### src/rtl/sipo_frame_ctrl.sv
// Frame controller for an external SIPO shift register: synchronizes a serial
// port (sclk/sdi/cs_n), drives the shift register and hands out captured words.
module sipo_frame_ctrl #(
  parameter int WIDTH = 8
) (
  input  logic             clk,
  input  logic             rst,
  input  logic             sclk,
  input  logic             sdi,
  input  logic             cs_n,
  input  logic [WIDTH-1:0] sr_q,
  output logic             sr_shift_en,
  output logic             sr_serial,
  output logic             sr_clr,
  output logic [WIDTH-1:0] data_out,
  output logic             data_valid,
  input  logic             data_ready,
  output logic             overrun,
  input  logic             ovr_clr,
  output logic             frame_err,
  output logic             busy
);

  localparam int CW = $clog2(WIDTH);
  localparam logic [CW-1:0] LAST = CW'(WIDTH - 1);

  typedef enum logic [1:0] {IDLE, SHIFT, CAPTURE} state_t;

  state_t        state;
  logic [CW-1:0] bit_cnt;

  logic sclk_s1, sclk_s2, sclk_s3;
  logic sdi_s1, sdi_s2;
  logic cs_s1, cs_s2, cs_s3;

  logic sclk_rise, cs_fall, cs_rise, take;

  // sdi uses the same two-flop depth as sclk so the sampled bit lines up with its edge
  always_ff @(posedge clk) begin
    if (rst) begin
      sclk_s1 <= 1'b0;
      sclk_s2 <= 1'b0;
      sclk_s3 <= 1'b0;
      sdi_s1  <= 1'b0;
      sdi_s2  <= 1'b0;
      cs_s1   <= 1'b1;
      cs_s2   <= 1'b1;
      cs_s3   <= 1'b1;
    end else begin
      sclk_s1 <= sclk;
      sclk_s2 <= sclk_s1;
      sclk_s3 <= sclk_s2;
      sdi_s1  <= sdi;
      sdi_s2  <= sdi_s1;
      cs_s1   <= cs_n;
      cs_s2   <= cs_s1;
      cs_s3   <= cs_s2;
    end
  end

  assign sclk_rise = sclk_s2 & ~sclk_s3;
  assign cs_fall   = ~cs_s2 & cs_s3;
  assign cs_rise   = cs_s2 & ~cs_s3;
  assign take      = data_valid & data_ready;
  assign busy      = (state != IDLE);

  // The final shift pulse is seen with bit_cnt already wrapped to 0; CAPTURE follows
  // it so the shift register has absorbed the last bit before sr_q is sampled.
  always_ff @(posedge clk) begin
    if (rst) begin
      state       <= IDLE;
      bit_cnt     <= '0;
      sr_shift_en <= 1'b0;
      sr_serial   <= 1'b0;
      sr_clr      <= 1'b0;
      data_out    <= '0;
      data_valid  <= 1'b0;
      overrun     <= 1'b0;
      frame_err   <= 1'b0;
    end else begin
      sr_shift_en <= 1'b0;
      sr_clr      <= 1'b0;
      frame_err   <= 1'b0;
      if (take)
        data_valid <= 1'b0;
      if (ovr_clr)
        overrun <= 1'b0;

      case (state)
        IDLE: begin
          if (cs_fall) begin
            state   <= SHIFT;
            sr_clr  <= 1'b1;
            bit_cnt <= '0;
          end
        end

        SHIFT: begin
          if (sr_shift_en && bit_cnt == '0) begin
            state <= CAPTURE;
          end else if (cs_rise) begin
            state     <= IDLE;
            frame_err <= (bit_cnt != '0);
            bit_cnt   <= '0;
          end else if (sclk_rise) begin
            sr_shift_en <= 1'b1;
            sr_serial   <= sdi_s2;
            bit_cnt     <= (bit_cnt == LAST) ? '0 : bit_cnt + CW'(1);
          end
        end

        CAPTURE: begin
          // A reload here overrides the handshake clear above
          if (!data_valid || data_ready) begin
            data_out   <= sr_q;
            data_valid <= 1'b1;
          end else begin
            overrun <= 1'b1;
          end
          if (cs_s2) begin
            state <= IDLE;
          end else begin
            state <= SHIFT;
            if (sclk_rise) begin
              sr_shift_en <= 1'b1;
              sr_serial   <= sdi_s2;
              bit_cnt     <= CW'(1);
            end
          end
        end

        default: state <= IDLE;
      endcase
    end
  end

endmodule
### config.mk
export PLATFORM = sky130hd
export DESIGN_NAME = sipo_frame_ctrl
export DESIGN_NICKNAME = d
export VERILOG_FILES = /design/src/rtl/sipo_frame_ctrl.sv
export SDC_FILE = /design/constraint.sdc
export NUM_CORES = 1
export LEC_CHECK = 0
export BUFFER_PORTS_ARGS = -buffer_cell sky130_fd_sc_hd__buf_2
export CAP_MARGIN = 0
export CORE_MARGIN = 2
export CORE_UTILIZATION = 55
export DETAILED_ROUTE_END_ITERATION = 10
export GPL_ROUTABILITY_DRIVEN = 0
export HOLD_SLACK_MARGIN = 0.12
export PLACE_DENSITY_LB_ADDON = 0.2
export RECOVER_POWER = 25
export SETUP_SLACK_MARGIN = 0.3
export SYNTH_ARGS = -nofsm -noshare
export SYNTH_HDL_FRONTEND = slang
export SYNTH_SLANG_ARGS = --single-unit
### constraint.sdc
create_clock -name clk -period 3 [get_ports clk]
set_input_delay 0.3 -clock clk [delete_from_list [all_inputs] [get_ports clk]]
set_output_delay 0.3 -clock clk [all_outputs]
set_load 0.01 [all_outputs]
==> run_results.csv <==
group,metric,value,unit
global_routing,grt_usage,17.97,%
clocking,cts_setup_buffers,0,
pwr,switching_power,0.0001927,W
pwr,ir_drop,325.1,uV
route,vias_per_cell,5.170,
route,drt_iter0_markers,13,
sta,finalSetupTns,0,ns
pwr,p_sw_share,28.58,%
critical_path,worstSetupStartpointType,"flip-flop",
finish,diodes,0,
pwr,combPwrFrac,20.1,%
sta,hold_viol_final,0,
synth,yosysUniqueCellTypes,29,
floorplan,dieArea,2544,um2
pwr,seq_power_share,56.1,%
critical_path,worstPathArrival,1.98,ns
route,dr.pass1.iters,4,
placement,port_buffers,29,
sta,setup_viol,0,
floorplan,io_pins,30,
finish,area_growth,14.77,%
finish,fin_area,1361,um2
pwr,leakagePower,0.6741,nW
worst_hold_path,hold_path_end,"cs_s1$_SDFF_PP1_",
clocking,cts-resized-gates,0,
global_routing,antenna_found_initial,0,
floorplan,die_h,50.44,um
finish,largest_reg_flops,8,
run,maxCapViolations,0,
pwr,power_density,495.1,nW/um2
clocking,cts_buffers,3,
critical_path,end_kind,"flip-flop",
floorplan,std_cell_rows,16,
global_routing,overflow,0,
synth,synth_seq_cells,27,
synth,synth_seq_area_share,45.57,%
route,postRouteAntennaNets,0,
finish,utilization,68.00,%
route,drc,0,
critical_path,critPathKind,"reg -> reg",
critical_path,timing.rr.start,"state[1]$_SDFFE_PP0P_",
worst_hold_path,hold_depth,2,
synth,avgSynthCellArea,9.722,um2
worst_hold_path,min_path_type,"in -> reg",
sta,fin_hold_ws,0.1393,ns
sta,tightest_slew,1.096,ns
critical_path,reg2reg_to,"bit_cnt[0]$_SDFFE_PP0P_",
clocking,clk_pin_slew,0.15,ns
sta,post-route-min-period,1.742,ns
sta,skew,0.006273,ns
sta,min_period_over_period,58.08,%
sta,slew-limit-headroom,26.92,%
critical_path,required,3.24,ns
critical_path,worstRegToRegCells,6,
clocking,cts_root_buf,"clkbuf_4",
global_routing,grt_pass1_wl,3.463,mm
synth,synth_nets,144,
clocking,clkLatencyLatePin,0.33,ns
finish,top_register,"data_out",
clocking,ctsLongestPathBuffers,2,
clocking,htree_levels,1,
sta,max_freq,573.9,MHz
pwr,p_int,0.0004814,W
floorplan,start_util,59.25,%
global_routing,grt_max_degree,31,
placement,hpwlAfterDp,1.523,mm
worst_hold_path,min-delay-start,"cs_n",
critical_path,reg2reg_slack,1.26,ns
finish,finalNetCount,172,
synth,synth_cells,122,
route,wl,2.058,mm
route,wl_per_cell,11.69,um
run_status,outcome,"completed",
floorplan,die_x,50.44,um
clocking,holdBufCountCts,0,
finish,final_cell_mix,"27 x dfxtp_1, 27 x buf_2, 16 x nor2_1",
clocking,cts_tree,"yes",
global_routing,grt_pass1_vias,817,
synth,synthesis.area,1186,um2
pwr,p_clk_share,23.9,%
route,vias,910,
placement,place_area,1334,um2
sta,drv_slew,0,
floorplan,core_area,2002,um2
sta,rsz0062_at_grt,"no",
synth,ys_warn_count,0,
critical_path,path_max_fanout,10,
clocking,clock-sinks,27,
finish,drive_above_1_share,27.52,%
finish,top_regs,"data_out x8, bit_cnt x3, state x2",
## per-stage QoR
stage / power (W) / std cells / setup WS (ns)
6_report: 0.0006740 / 176 / 1.258
5_1_grt: 0.0007111 / 176 / 1.167
4_1_cts: 0.0006799 / 176 / 1.284
2_1_floorplan: 0.0004960 / 122 / 1.379
3_3_place_gp: 0.0005142 / 172 / 1.341
3_5_place_dp: 0.0005176 / 172 / 1.308
## routing by layer
layer / routed length [um] / up-vias / GRT usage (%)
li1: - / 457 / -
met3: 119 / 4 / 2.679
met4: 46 / 0 / 9.459
met5: 0 / - / 0
met1: 972 / 421 / 21.89
met2: 920 / 28 / 30.48
## critical path, stage by stage (launching register included)
cell and delay [ns]:
dfxtp_1 0.38, inv_1 0.08, ha_1 0.29, and4b_4 0.25, a211oi_2 0.21, o21ai_2 0.13
mux2_4 0.31
## cell type report
class / instances / area, um2
Inverter: 6 / 22.52
Clock inverter: 1 / 7.507
Sequential cell: 27 / 540.5
Timing Repair Buffer: 29 / 142.6
Clock buffer: 3 / 22.52
Tap cell: 27 / 33.78
Fill cell: 171 / 640.6
Multi-Input combinational cell: 83 / 591.8
## logic make-up after synthesis
logic type | count (synthesis) | synth area share, %
and+or+nand+nor | 50 | 23.84
DFF | 27 | 45.57
AOI/OAI and AO/OA | 13 | 7.173
muxes | 13 | 11.50
buffers and inverters | 12 | 4.535
adders and majority gates | 7 | 7.384
## power groups by stage
stage | clock (W) | combinational, W | sequential [W]
final | 0.000161 | 0.000135 | 0.000378
after floorplan | 0 | 0.000112 | 0.000384
after global routing | 0.000181 | 0.000149 | 0.000381
after CTS | 0.000168 | 0.000134 | 0.000378
after global placement | 0 | 0.000130 | 0.000385
after detailed placement | 0 | 0.000132 | 0.000386
## synthesized netlist by cell type
library cell	count	share of area, %
nand3b_1	1	0.63
ha_1	7	7.4
a211oi_2	1	1.1
mux2_2	1	0.95
nor2b_1	10	5.3
a21oi_1	6	2.5
mux2i_1	11	9.3
buf_2	1	0.42
o21ai_2	1	0.74
o21ai_0	1	0.42
and2b_1	1	0.63
inv_1	6	1.9
buf_6	1	0.95
nor3b_1	1	0.63
a31o_2	1	0.74
dfxtp_1	27	46
nand3_1	1	0.42
mux2_4	1	1.3
and4b_4	1	1.2
a31oi_1	2	1.1
nand4b_1	1	0.74
clkbuf_1	4	1.3
nand2b_1	8	4.2
or2b_1	1	0.63
nor2_1	16	5.1
nor3_1	3	1.3
or2_2	4	2.1
nand4_1	2	1.1
a21o_1	1	0.63
## worst max-delay path by stage
| stage | start | endpoint | slack [ns] | cells past startpoint |
|---|---|---|---|---|
| after floorplan | state[0]$_SDFFE_PP0P_ | bit_cnt[0]$_SDFFE_PP0P_ | 1.38 | 7 |
| after global placement | state[1]$_SDFFE_PP0P_ | bit_cnt[0]$_SDFFE_PP0P_ | 1.34 | 6 |
| after detailed placement | state[1]$_SDFFE_PP0P_ | bit_cnt[0]$_SDFFE_PP0P_ | 1.31 | 6 |
| after CTS | state[1]$_SDFFE_PP0P_ | bit_cnt[0]$_SDFFE_PP0P_ | 1.28 | 6 |
| after global routing | state[0]$_SDFFE_PP0P_ | data_out[2]$_SDFFE_PP0P_ | 1.17 | 5 |
| final | state[1]$_SDFFE_PP0P_ | bit_cnt[0]$_SDFFE_PP0P_ | 1.26 | 6 |
No activity file was read; power rests on OpenSTA's default activity.
